**config.mk**
```make
export PLATFORM = sky130hd
export DESIGN_NAME = pam_modulation_flat
export DESIGN_NICKNAME = d
export VERILOG_FILES = /design/src/rtl/pam_modulation_pkg.sv /design/src/rtl/pam_modulation_if.sv /design/src/rtl/pam_modulation_level_map.sv /design/src/rtl/pam_modulation.sv /design/src/flat_wrapper.sv
export SDC_FILE = /design/constraint.sdc
export NUM_CORES = 1
export LEC_CHECK = 0
export ABC_AREA = 1
export CAP_MARGIN = 10
export CORE_ASPECT_RATIO = 1.1
export CORE_MARGIN = 2
export CORE_UTILIZATION = 48
export DETAILED_ROUTE_END_ITERATION = 8
export GPL_ROUTABILITY_DRIVEN = 0
export PLACE_DENSITY = 0.87
export SLEW_MARGIN = 20
export SYNTH_ARGS = -nofsm -noshare
export SYNTH_HDL_FRONTEND = slang
export SYNTH_SLANG_ARGS = --single-unit
export TNS_END_PERCENT = 1
```
**constraint.sdc**
```tcl
create_clock -name clk -period 1.8 [get_ports clk]
set_clock_uncertainty 0.1 [all_clocks]
set_input_delay 0.36 -clock clk [delete_from_list [all_inputs] [get_ports clk]]
set_output_delay 0.36 -clock clk [all_outputs]
set_load 0.02 [all_outputs]
```
**src/rtl/pam_modulation_pkg.sv**
```systemverilog
// PAM framer shared types and elaboration helpers.
// Holds the FSM encoding and the symbol-to-level math.
package pam_pkg;

    typedef enum logic [1:0] {
        S_IDLE,
        S_PILOT,
        S_DATA,
        S_GUARD
    } pam_state_e;

    // Counter width for a range of n values; never below one bit.
    function automatic int clog2_1(input int n);
        return (n <= 1) ? 1 : $clog2(n);
    endfunction

    // DAC value for symbol k.
    function automatic int pam_level(
        input int k,
        input int lmin,
        input int step
    );
        return lmin + k * step;
    endfunction

    // True when all n levels fit a signed sample of the given width.
    function automatic bit levels_fit(
        input int n,
        input int lmin,
        input int step,
        input int width
    );
        int lo;
        int hi;
        int v;
        bit ok;
        lo = -(1 << (width - 1));
        hi = (1 << (width - 1)) - 1;
        ok = 1'b1;
        for (int k = 0; k < n; k++) begin
            v = pam_level(k, lmin, step);
            if (v < lo || v > hi) ok = 1'b0;
        end
        return ok;
    endfunction

endpackage

```
**src/rtl/pam_modulation_if.sv**
```systemverilog
// AXI-Stream word channel feeding the PAM framer.
// master drives data, slave returns tready.
interface pam_modulation_if #(
    parameter int WIDTH_AXI_DATA = 32
);
    logic                      tvalid;
    logic [WIDTH_AXI_DATA-1:0] tdata;
    logic                      tlast;
    logic                      tready;

    modport master (
        output tvalid,
        output tdata,
        output tlast,
        input  tready
    );

    modport slave (
        input  tvalid,
        input  tdata,
        input  tlast,
        output tready
    );
endinterface

```
**src/rtl/pam_modulation_level_map.sv**
```systemverilog
// Registered symbol to DAC level lookup.
// Table is built at elaboration; idle slots output zero.
module pam_level_map
    import pam_pkg::*;
#(
    parameter int AD_CVER_WIDTH = 12,
    parameter int PAM_ORDER     = 4,
    parameter int LEVEL_MIN     = -1920,
    parameter int LEVEL_STEP    = 256
) (
    input  logic                            clk,
    input  logic                            rst_n,
    input  logic                            en,
    input  logic [PAM_ORDER-1:0]            sym,
    output logic signed [AD_CVER_WIDTH-1:0] level
);
    localparam int N = 1 << PAM_ORDER;

    logic signed [AD_CVER_WIDTH-1:0] lut [N];

    for (genvar k = 0; k < N; k++) begin : g_lut
        assign lut[k] = AD_CVER_WIDTH'(
            pam_level(k, LEVEL_MIN, LEVEL_STEP));
    end

    if (!levels_fit(N, LEVEL_MIN, LEVEL_STEP,
                    AD_CVER_WIDTH)) begin : g_range_err
        $error("pam_level_map: level outside DAC range");
    end

    // Register the looked-up level, or zero outside pilot/data.
    always_ff @(posedge clk or negedge rst_n) begin
        if (!rst_n) level <= '0;
        else if (en) level <= lut[sym];
        else level <= '0;
    end

endmodule

```
**src/rtl/pam_modulation.sv**
```systemverilog
// PAM TX framer: pilot ramp, data symbols, guard gap.
// Pulls packed words from AXI-Stream, emits DAC samples.
module pam_modulation
    import pam_pkg::*;
#(
    parameter int AD_CVER_WIDTH  = 12,
    parameter int LENGTH_DATA    = 1024,
    parameter int PAM_ORDER      = 4,
    parameter int WIDTH_AXI_DATA = 32,
    parameter int LEVEL_MIN      = -1920,
    parameter int LEVEL_STEP     = 256,
    parameter int GUARD_LEN      = 16
) (
    input  logic                            clk,
    input  logic                            rst_n,
    input  logic                            enable,
    pam_modulation_if.slave                 s_axi,
    output logic signed [AD_CVER_WIDTH-1:0] dac_data,
    output logic                            dac_valid,
    output logic                            frame_start,
    output logic                            frame_done,
    output logic                            err_underflow,
    output logic                            err_tlast
);
    localparam int SYMS    = WIDTH_AXI_DATA / PAM_ORDER;
    localparam int N_PILOT = 1 << PAM_ORDER;
    localparam int WORDS   = LENGTH_DATA / SYMS;
    localparam int SW      = clog2_1(SYMS);
    localparam int WW      = clog2_1(WORDS);
    localparam int GW      = clog2_1(GUARD_LEN);
    localparam int GL_INT  = (GUARD_LEN > 0) ? GUARD_LEN - 1 : 0;

    localparam logic [PAM_ORDER-1:0] PILOT_LAST =
        PAM_ORDER'(N_PILOT - 1);
    localparam logic [SW-1:0] SYM_LAST   = SW'(SYMS - 1);
    localparam logic [WW-1:0] WORD_LAST  = WW'(WORDS - 1);
    localparam logic [GW-1:0] GUARD_LAST = GW'(GL_INT);

    if (WIDTH_AXI_DATA % PAM_ORDER != 0) begin : g_err_w
        $error("pam_modulation: PAM_ORDER must divide width");
    end

    if (WORDS < 1 || LENGTH_DATA % SYMS != 0) begin : g_err_len
        $error("pam_modulation: bad LENGTH_DATA");
    end

    pam_state_e state, state_nx;

    logic [PAM_ORDER-1:0] pilot_cnt, pilot_nx;
    logic [SW-1:0]        sym_idx, sym_nx;
    logic [WW-1:0]        word_cnt, word_nx;
    logic [GW-1:0]        guard_cnt, guard_nx;

    logic [SYMS-1:0][PAM_ORDER-1:0] word_buf, buf_nx;

    logic                 fetch;
    logic                 fetch_last;
    logic                 last_data;
    logic                 start_nx;
    logic                 unf_nx;
    logic                 tl_nx;
    logic                 sym_en;
    logic [PAM_ORDER-1:0] sym;
    logic [PAM_ORDER-1:0] cur_sym;

    // Symbol 0 of a word sits in the most significant slot.
    assign cur_sym = word_buf[SYM_LAST - sym_idx];

    assign s_axi.tready = fetch;

    // Next-state, counters, word fetch and pulse decode.
    always_comb begin
        state_nx   = state;
        pilot_nx   = pilot_cnt;
        sym_nx     = sym_idx;
        word_nx    = word_cnt;
        guard_nx   = guard_cnt;
        buf_nx     = word_buf;
        fetch      = 1'b0;
        fetch_last = 1'b0;
        last_data  = 1'b0;
        start_nx   = 1'b0;
        sym_en     = 1'b0;
        sym        = '0;
        unique case (state)
            S_IDLE: begin
                if (enable && s_axi.tvalid) state_nx = S_PILOT;
            end
            S_PILOT: begin
                sym      = pilot_cnt;
                sym_en   = 1'b1;
                start_nx = (pilot_cnt == '0);
                if (pilot_cnt == PILOT_LAST) begin
                    fetch      = 1'b1;
                    fetch_last = (WORDS == 1);
                    pilot_nx   = '0;
                    state_nx   = S_DATA;
                end else begin
                    pilot_nx = pilot_cnt + 1'b1;
                end
            end
            S_DATA: begin
                sym    = cur_sym;
                sym_en = 1'b1;
                if (sym_idx == SYM_LAST) begin
                    sym_nx = '0;
                    if (word_cnt == WORD_LAST) begin
                        last_data = 1'b1;
                        word_nx   = '0;
                        state_nx  = (GUARD_LEN == 0) ?
                                    S_IDLE : S_GUARD;
                    end else begin
                        fetch      = 1'b1;
                        fetch_last =
                            (int'(word_cnt) + 1 == WORDS - 1);
                        word_nx    = word_cnt + 1'b1;
                    end
                end else begin
                    sym_nx = sym_idx + 1'b1;
                end
            end
            S_GUARD: begin
                if (guard_cnt == GUARD_LAST) begin
                    guard_nx = '0;
                    state_nx = S_IDLE;
                end else begin
                    guard_nx = guard_cnt + 1'b1;
                end
            end
            default: state_nx = S_IDLE;
        endcase
        if (fetch) begin
            if (s_axi.tvalid) buf_nx = s_axi.tdata;
            else buf_nx = '0;
        end
        unf_nx = fetch && !s_axi.tvalid;
        tl_nx  = fetch && s_axi.tvalid &&
                 (s_axi.tlast != fetch_last);
    end

    // FSM state, counters and the current word.
    always_ff @(posedge clk or negedge rst_n) begin
        if (!rst_n) begin
            state     <= S_IDLE;
            pilot_cnt <= '0;
            sym_idx   <= '0;
            word_cnt  <= '0;
            guard_cnt <= '0;
            word_buf  <= '0;
        end else begin
            state     <= state_nx;
            pilot_cnt <= pilot_nx;
            sym_idx   <= sym_nx;
            word_cnt  <= word_nx;
            guard_cnt <= guard_nx;
            word_buf  <= buf_nx;
        end
    end

    // Register the 1-bit outputs alongside the DAC sample.
    always_ff @(posedge clk or negedge rst_n) begin
        if (!rst_n) begin
            dac_valid     <= 1'b0;
            frame_start   <= 1'b0;
            frame_done    <= 1'b0;
            err_underflow <= 1'b0;
            err_tlast     <= 1'b0;
        end else begin
            dac_valid     <= sym_en;
            frame_start   <= start_nx;
            frame_done    <= last_data;
            err_underflow <= unf_nx;
            err_tlast     <= tl_nx;
        end
    end

    pam_level_map #(
        .AD_CVER_WIDTH (AD_CVER_WIDTH),
        .PAM_ORDER     (PAM_ORDER),
        .LEVEL_MIN     (LEVEL_MIN),
        .LEVEL_STEP    (LEVEL_STEP)
    ) u_map (
        .clk   (clk),
        .rst_n (rst_n),
        .en    (sym_en),
        .sym   (sym),
        .level (dac_data)
    );

endmodule

```
**src/flat_wrapper.sv**
```systemverilog
// flat-port wrapper written by rule: the top's interface ports become plain ports
module pam_modulation_flat import pam_pkg::*;
#(
    parameter int AD_CVER_WIDTH  = 12,
    parameter int LENGTH_DATA    = 1024,
    parameter int PAM_ORDER      = 4,
    parameter int WIDTH_AXI_DATA = 32,
    parameter int LEVEL_MIN      = -1920,
    parameter int LEVEL_STEP     = 256,
    parameter int GUARD_LEN      = 16
)
  (clk, rst_n, enable, dac_data, dac_valid, frame_start, frame_done, err_underflow, err_tlast, s_axi_tvalid, s_axi_tdata, s_axi_tlast, s_axi_tready);
  pam_modulation_if #(.WIDTH_AXI_DATA(WIDTH_AXI_DATA)) s_axi_i ();
  input  logic clk;
  input  logic rst_n;
  input  logic enable;
  output logic signed [AD_CVER_WIDTH-1:0] dac_data;
  output logic dac_valid;
  output logic frame_start;
  output logic frame_done;
  output logic err_underflow;
  output logic err_tlast;
  input wire logic [$bits(s_axi_i.tvalid)-1:0] s_axi_tvalid;
  input wire logic [$bits(s_axi_i.tdata)-1:0] s_axi_tdata;
  input wire logic [$bits(s_axi_i.tlast)-1:0] s_axi_tlast;
  output wire logic [$bits(s_axi_i.tready)-1:0] s_axi_tready;
  assign s_axi_i.tvalid = s_axi_tvalid;
  assign s_axi_i.tdata = s_axi_tdata;
  assign s_axi_i.tlast = s_axi_tlast;
  assign s_axi_tready = s_axi_i.tready;
  pam_modulation #(.AD_CVER_WIDTH(AD_CVER_WIDTH), .LENGTH_DATA(LENGTH_DATA), .PAM_ORDER(PAM_ORDER), .WIDTH_AXI_DATA(WIDTH_AXI_DATA), .LEVEL_MIN(LEVEL_MIN), .LEVEL_STEP(LEVEL_STEP), .GUARD_LEN(GUARD_LEN)) u_core (.clk(clk), .rst_n(rst_n), .enable(enable), .s_axi(s_axi_i), .dac_data(dac_data), .dac_valid(dac_valid), .frame_start(frame_start), .frame_done(frame_done), .err_underflow(err_underflow), .err_tlast(err_tlast));
endmodule
```
* Word level (Yosys, flattened, before mapping)
Memory sizes are Yosys's and may differ from the RTL's. Cells that the tools add are included.
Storage, ports and cells: output and inout port bits 18, flip-flop bits (word level) 69, memory bits (read-only) 192, word-level logic and storage cells 82, memories kept 1, bits of input ports 37
Operators by class: order comparisons 2, bitwise logic cells 1, equal/unequal tests 14, add/subtract/negate cells 6, reductions and logical operators 10, multiplexer cells 29
Memories:
- (no name shown) | depth 16, width 12, rd ports 1, clocked after memory_dff 0, wr ports 0, line pam_modulation_level_map.sv:34 | else if (en) level <= lut[sym];
Operators with widths (count):
- $mux W12 | 3
- $eq A32 B8 Y1 const B | 1
- $mux W32 | 1
- $bmux W4 S3 | 1
- $mux W4 | 3
- $mux W1 | 11
- $mux W2 | 5
- $ne A2 B1 Y1 const B | 5
- $add A4 B1 Y4 const B | 2
- $add A7 B1 Y8 const B | 1
- $eq A4 B4 Y1 const B | 2
- $pmux W2 S4 | 1
- $pmux W4 S2 | 1
- $add A7 B1 Y7 const B | 1
- $eq A7 B7 Y1 const B | 1
- $mux W7 | 1
- $ge A5 B5 Y1 const B | 1
- $not A4 Y5 | 1
- $reduce_and A5 Y1 | 1
- $eq A2 B2 Y1 const B | 2
- $logic_and A1 B1 Y1 | 4
- $logic_not A4 Y1 | 1
- $lt A3 B4 Y1 const B | 1
- $add A3 B1 Y3 const B | 1
- other kinds (10) | 10

* Logic depth before layout (Yosys ltp)
Gate-level depths: netlist (run 1).
word-level depth 9, gate-level depth with buffers 11, depth with buffers taken out 11

* Modules after synthesis
A second synthesis (run 1) with hierarchy kept.
Second synthesis, totals: cell total of the unflattened synthesis 387, area, all modules 3180.6 µm²
By module, submodules not included:
- pam_modulation | area an instance 2966.6 µm², times used 1, cells each 366, seq. area each 1426.4 µm²
- pam_level_map | area an instance 214.0 µm², times used 1, cells each 21, seq. area each 125.1 µm²

* Least setup slack after synthesis (run 1)
Ideal clock, no wire load.
path type flip-flop to output port, start point register u_core.state[1], end point output port s_axi_tready, data required time 1340 ps, buffers on the path 3, data arrival time 1439 ps, setup slack -99 ps, stages on the path, launching flop included 8, cell sequence dfrtp_1 -> inv_1 -> ha_1 -> buf_4 -> nand4_2 -> a21oi_4 -> buf_6 -> buf_8
On the way: word-level cells in the longest chain between the ends 2, elaborated cells on any way between the ends 3, those cells by class eq/ne (2); mux (1)
Ends and longest elaborated chain:
- start, declared | line pam_modulation.sv:47 | pam_state_e state, state_nx;
- start signal, assigned | line pam_modulation.sv:151 | state <= state_nx;
- $eq A2 B2 Y1 or $eq A2 B1 Y1 (tied branches) | line pam_modulation.sv:85 | unique case (state)
- $pmux W1 S2 (*) | line pam_modulation.sv:85
- end, declared | line flat_wrapper.sv:26 | output wire logic [$bits(s_axi_i.tready)-1:0] s_axi_tready;
Every way passes the cells marked *; elsewhere a longest branch is shown, timed or not.

* Worst setup path after layout (run 1)
start point register u_core.sym_idx[1], end point output port s_axi_tready
On the way: word-level cells in the longest chain between the ends 3
Ends and longest elaborated chain:
- start, declared | line pam_modulation.sv:50 | logic [SW-1:0] sym_idx, sym_nx;
- start signal, assigned | line pam_modulation.sv:153 | sym_idx <= sym_nx;
- $eq A3 B3 Y1 | line pam_modulation.sv:105 | if (sym_idx == SYM_LAST) begin
- $mux W1 | line pam_modulation.sv:105
- $pmux W1 S2 | line pam_modulation.sv:85
No other way between the ends.

==> metrics.cfg, run 1 <==
[run_status]
status = finished, violations left
violations = negative setup slack

[critical_path]
arrival_ns = 1.51
critPathMaxFanout = 2
cp-end-kind = primary output
cp.required_ns = 1.34
worstSetupPathType = reg -> out
critPathLaunchType = register

[cts]
htree_levels = 3
cts_buffer_depth = 2
cts_num_sinks = 61
cts_tree = yes
insertion_delay_ns = 0.34
cts_root_buf = clkbuf_8
clk_pin_slew_ns = 0.06
numCtsBuffers = 9

[route]
drcViolationCount = 0
ant_nets = 0
dr.pass1.iters = 4
vias = 2771
wirelength_mm = 7.43
wl_per_cell_um = 14.0
drt_iter0_drc = 219
vias_per_cell = 5.21

[die]
start_util = 0.492
fp.dieW_um = 81.9
ioPinCount = 55
coreArea_um2 = 6520
fp-row-count = 31
die-area_um2 = 7350
fp.dieH_um = 89.7

[global_routing]
grt_max_degree = 61
grt_overflow = 0
grt_pass1_vias = 2822
grt_pass1_wl_mm = 12.4
antenna_found_initial = 0
grt.total_usage = 0.221

[logic_synthesis]
async_reset_ff_frac = 1.00
yosysSeqAreaShare = 0.476
syn_inst = 370
syn-mean-instance-area_um2 = 8.66
synthTopCellsByCount = nand2_1, dfrtp_1, o21ai_0, inv_1, nand3_1
synth.most_common_cell = nand2_1
ys.flop_type = dfrtp_1
synth_warnings = 0
synth_top_area_share = 0.476
synthTopCellsByArea = dfrtp_1, nand2_1, o21ai_0
synth_area_leader_cell = dfrtp_1
synth-seq-cells = 61
synth_edf_count = 0
yosys.cell_types.count = 31
netlist_area_um2 = 3210

[timing]
rsz0062_at_grt = yes
fmax_mhz = 507
timing_hold_violations_final = 0
min_period_over_period = 1.10
period_needed_ns = 1.97
layout_setup_ws_ns = -0.172
maxSlewViolCount = 0
finalSetupViolCount = 19

[placed_design]
pre_cts_ws_ns = -0.291
portBuffers = 47
post-dp-hpwl_mm = 5.09

[final_layout]
fin_nets = 495
fin_util = 0.650
antenna_cells = 0
num-fill-cells = 517
drive_gt1_frac = 0.207
area_growth_pct = 32.2

[flow_run]
drv_cap = 0

[pwr]
p_leak_uw = 0.00196
vdd_drop_max_mv = 0.717
power.density_nw_per_um2 = 1470

[worst_hold_path]
worstHoldPathType = in -> async

==> power breakdown <==
part	internal (µW)	switching (µW)	total, µW
combinational	1120	1530	2650
sequential	1920	326	2250
clock	808	532	1340
==> layout make-up <==
cell class	instances	area, µm²	share of cell area
clock buffers	11	141	0.0334
repair buffers	83	773	0.183
well taps	82	103	0.0242
inverters	43	164	0.0387
multi-input cells	248	1460	0.343
clock inverters	4	72.6	0.0171
flip-flops and latches	61	1530	0.361
==> critical path, stage by stage, from the launching register on <==
cell and delay [ns]:
dfrtp_1 0.36, ha_2 0.19, ha_4 0.14, nand2_4 0.05, inv_2 0.06, nand2_4 0.06, a21oi_4 0.17, buf_6 0.14
==> routing by layer <==
metal,up-vias,GRT usage,routed length (µm)
li1,1334,-,-
met1,1314,0.263,2920
met2,90,0.367,3890
met3,33,0.0452,299
met4,0,0.118,320
met5,-,0,0
==> registers in the layout, indices dropped and copies added, names as in the netlist <==
register,cells
u_core.word_buf,32
u_core.word_cnt,7
u_core.u_map.level,5
u_core.guard_cnt,4
u_core.pilot_cnt,4
u_core.sym_idx,3
u_core.state,2
u_core.err_tlast,1
u_core.err_underflow,1
u_core.frame_done,1
u_core.frame_start,1
==> what timing repair did <==
action                                  in CTS  in global routing
buffers inserted                             2                  1
hold buffers                                 1                  0
resized for setup                           13                  6
endpoints found under the hold margin       61                  0
endpoints found under the setup margin      36                 41
pin swaps                                    2                  0
==> metrics by stage <==
stage	instance area (µm²)	setup TNS, ns	hold WS (ns)	power, µW	instances
after floorplan	3290	-0.00587	-0.0356	3790	376
after global placement	3950	-5.06	0.0602	4570	513
after detailed placement	3950	-6.49	0.0617	4730	513
after CTS	4210	-1.77	0.257	6170	531
after global routing	4240	-3.77	0.277	6680	532
final	4240	-1.23	0.264	6240	532
==> path summary, 6_finish.rpt <==
| path | to | cells after the start | startpoint | slack (ns) |
|---|---|---|---|---|
| setup / recovery | s_axi_tready | 7 | u_core.sym_idx[1]$_DFFE_PN0P_ | -0.17 |
| hold / removal | u_core.err_tlast$_DFF_PN0_ | 2 | rst_n | 0.26 |
| setup reg to reg | u_core.word_buf[14]$_DFFE_PN0N_ | 10 | u_core.sym_idx[1]$_DFFE_PN0P_ | -0.07 |
| hold reg to reg | u_core.word_buf[31]$_DFFE_PN0N_ | 2 | u_core.word_buf[31]$_DFFE_PN0N_ | 0.38 |
| max in group asynchronous | u_core.state[1]$_DFFE_PN0P_ | 3 | rst_n | 0.83 |
| min in group clk | u_core.word_buf[31]$_DFFE_PN0N_ | 2 | u_core.word_buf[31]$_DFFE_PN0N_ | 0.38 |
==> cells in the final DEF, fill, tap and decap left out, types with 2 or more instances in the layout <==
cell / n
o22ai_1: 3
nand2_4: 3
conb_1: 7
inv_1: 36
xor2_1: 2
ha_4: 4
nand2_1: 83
o21ai_0: 41
dfrtp_1: 60
buf_12: 2
buf_4: 32
clkbuf_8: 10
nand3_2: 19
ha_1: 7
clkdlybuf4s50_1: 43
bufinv_16: 2
a21boi_0: 2
nand4_1: 2
nand3_1: 32
a21oi_1: 19
nor2_1: 13
inv_2: 6
nor3_1: 2
==> cells by family (layout without fill, tap and decap cells) <==
logic type	count (synthesis)	after routing	share of synthesized area
xor gates and xnor gates	2	2	0.00547
DFF	61	61	0.476
and+or+nand+nor	158	158	0.252
AOI/OAI and AO/OA	69	69	0.116
other	1	7	0.00117
buffers and inverters	67	141	0.103
adders and majority gates	12	12	0.0468
No activity file was read; power rests on OpenSTA's default activity.
==> inputs of run 2 (changes only) <==
--- a/config.mk
+++ b/config.mk
@@ -6,12 +6,14 @@
 export NUM_CORES = 1
 export LEC_CHECK = 0
 export ABC_AREA = 1
+export ABC_CLOCK_PERIOD_IN_PS = 1800
 export CAP_MARGIN = 10
 export CORE_ASPECT_RATIO = 1.1
 export CORE_MARGIN = 2
 export CORE_UTILIZATION = 48
 export DETAILED_ROUTE_END_ITERATION = 8
 export GPL_ROUTABILITY_DRIVEN = 0
+export GPL_TIMING_DRIVEN = 0
 export PLACE_DENSITY = 0.87
 export SLEW_MARGIN = 20
 export SYNTH_ARGS = -nofsm -noshare
==> run 2 against run 1 <==
Compared with the run above: the run still ends with negative setup slack left; cell count grew 1.1%; global-route usage is 1.6 points higher; wire length is 9.3% higher; largest cell class unchanged; maximum frequency down 9.4%.
==> metrics.cfg, run 2 (synthesis gave the netlist of run 1 again) <==
[run_status]
status = finished, violations left  ; unchanged
violations = negative setup slack  ; unchanged

[final_layout]
num-fill-cells = 494  ; was 517
fin_nets = 502  ; was 495
design_area_um2 = 4310  ; was 4240 µm²
reg.largest.list = u_core.word_buf: 32 flops, u_core.word_cnt: 7 flops, u_core.u_map.level: 5 flops  ; unchanged
most-common-layout-cells = nand2_1, dfrtp_1, clkdlybuf4s50_1  ; unchanged
largest_reg_flops = 32  ; unchanged
drive_gt1_frac = 0.237  ; was 0.207
antenna_cells = 0  ; unchanged
largest-register = u_core.word_buf  ; unchanged
area_growth_pct = 34.6  ; was 32.2%
regArea_um2 = 1530  ; about the same
multi_input_area_um2 = 1510  ; was 1460 µm²
final_common_cell = nand2_1  ; unchanged

[critical_path]
critPathMaxFanout = 2  ; unchanged
worst_path_largest_cell_delay_ns = 0.42  ; was 0.36 ns
critPathLaunchType = register  ; unchanged
crit_buf_inv = 4  ; was 2
crit_family = flip-flops  ; unchanged
cp-end-kind = primary output  ; unchanged
worstSetupPathType = reg -> out  ; unchanged
cp.required_ns = 1.34  ; about the same
arrival_ns = 1.72  ; was 1.51 ns
path_cells = ha_4 > ha_4 > nand2_4 > inv_4 > nand2_4 > a21oi_4 > buf_8 > buf_12 > buf_8  ; was ha_2 > ha_4 > nand2_4 > inv_2 > nand2_4 > a21oi_4 > buf_6
slowest_stage = dfrtp_1  ; unchanged

[pwr]
p_leak_uw = 0.00198  ; was 0.00196 µW
power.density_nw_per_um2 = 1460  ; was 1470 nW/µm²
total_power_uw = 6300  ; was 6240 µW
vdd_drop_max_mv = 0.637  ; was 0.717 mV

[timing]
rsz0062_at_grt = yes  ; unchanged
timing_hold_violations_final = 0  ; unchanged
finalSetupViolCount = 10  ; was 19
maxSlewViolCount = 0  ; unchanged
period_needed_ns = 2.18  ; was 1.97 ns
fmax_mhz = 459  ; was 507 MHz
layout_setup_ws_ns = -0.377  ; was -0.172 ns
min_period_over_period = 1.21  ; was 1.10

[route]
wirelength_mm = 8.12  ; was 7.43 mm
drt_iter0_drc = 162  ; was 219
vias = 2861  ; was 2771
drcViolationCount = 0  ; unchanged
dr.pass1.iters = 5  ; was 4
vias_per_cell = 5.32  ; was 5.21
wl_per_cell_um = 15.1  ; was 14.0 µm
ant_nets = 0  ; unchanged

[cts]
clk_pin_slew_ns = 0.06  ; about the same
insertion_delay_ns = 0.35  ; was 0.34 ns
cts_buffer_depth = 2  ; unchanged
cts_tree = yes  ; unchanged
numCtsBuffers = 9  ; unchanged
htree_levels = 3  ; unchanged
cts_root_buf = clkbuf_8  ; unchanged
cts_num_sinks = 61  ; unchanged

[placed_design]
dpl_cell_area_um2 = 3880  ; was 3950 µm²
portBuffers = 46  ; was 47
post-dp-hpwl_mm = 5.19  ; was 5.09 mm

[global_routing]
grt_overflow = 0  ; unchanged
grt_max_degree = 61  ; unchanged
grt_pass1_vias = 2827  ; was 2822
grt_pass1_wl_mm = 13.0  ; was 12.4 mm
grt.total_usage = 0.237  ; was 0.221
antenna_found_initial = 0  ; unchanged

[die]
fp.dieH_um = 89.7  ; unchanged
fp.dieW_um = 81.9  ; unchanged
ioPinCount = 55  ; unchanged
fp-row-count = 31  ; unchanged
coreArea_um2 = 6520  ; unchanged
start_util = 0.492  ; unchanged
die-area_um2 = 7350  ; unchanged

[worst_hold_path]
worstHoldPathType = in -> async  ; unchanged

[flow_run]
drv_cap = 0  ; unchanged

[run 2: cell types whose count changed in the layout (fill, tap and decap cells not counted), sizes merged]
| cell | change |
|---|---|
| buf | +6 |
| clkbuf | +4 |
| bufinv | -1 |
| clkinvlp | -1 |
| dlygate4sd2 | -1 |
| dlymetal6s2s | -1 |
[run 2: report_power, final]
part	switching (µW)	total, µW	internal, µW
Sequential	395	2320	1930
Combinational	1640	2810	1170
Clock	505	1160	660
[run 2: path summary, 6_finish.rpt]
kind	start	to	slack [ns]	cells after the start
min	rst_n	u_core.word_cnt[2]$_DFFE_PN0P_	0.25	2
max	u_core.sym_idx[0]$_DFFE_PN0P_	s_axi_tready	-0.38	9
max in group asynchronous	rst_n	u_core.state[0]$_DFFE_PN0P_	0.86	3
min reg2reg	u_core.word_buf[28]$_DFFE_PN0N_	u_core.word_buf[28]$_DFFE_PN0N_	0.38	2
min in group clk	s_axi_tvalid	u_core.word_buf[22]$_DFFE_PN0N_	0.37	3
max reg2reg	u_core.state[1]$_DFFE_PN0P_	u_core.state[0]$_DFFE_PN0P_	-0.05	8
[run 2: per-layer routing]
layer  global-route usage  up-vias  routed length, µm
met5                    0        -                  0
met4                0.121        0                342
met3               0.0592       33                527
met2                0.395      130               4320
met1                0.275     1345               2930
li1                     -     1353                  -
[run 2: metrics by stage]
stage | cells | hold slack (ns) | setup WS, ns | setup TNS (ns) | util
floorplan | 376 | -0.0356 | -0.00587 | -0.00587 | -
global placement | 504 | 0.363 | -1.59 | -97.72 | 0.591
detailed placement | 505 | 0.0588 | -0.762 | -1.25 | 0.595
CTS | 538 | 0.247 | -0.349 | -0.378 | 0.654
global route | 538 | 0.258 | -0.427 | -2.36 | 0.662
finish | 538 | 0.253 | -0.377 | -0.477 | 0.662
[run 2: what timing repair did]
item | in CTS | in global routing
pin swaps | 6 | 3
hold endpoints to repair | 61 | 0
resized for setup | 26 | 22
setup buffers | 19 | 0
setup endpoints to repair | 33 | 44
hold buffers | 1 | 0
[run 2: worst reg2reg max path, stage by stage (launching register included)]
cell     delay [ns]
dfrtp_2        0.43
buf_4          0.15
ha_4           0.16
buf_4          0.14
buf_2          0.19
a21oi_4        0.17
nand3_2        0.14
nand2_1        0.12
o21ai_0        0.11
[run 2: area by class of cell]
| type | count | area share |
|---|---|---|
| clock inverter | 2 | 0.00812 |
| multi-input combinational | 248 | 0.350 |
| buffer | 23 | 0.0426 |
| sequential | 61 | 0.354 |
| clock buffer | 12 | 0.0336 |
| tap | 82 | 0.0238 |
| timing repair buffer | 67 | 0.148 |
| inverter | 43 | 0.0386 |
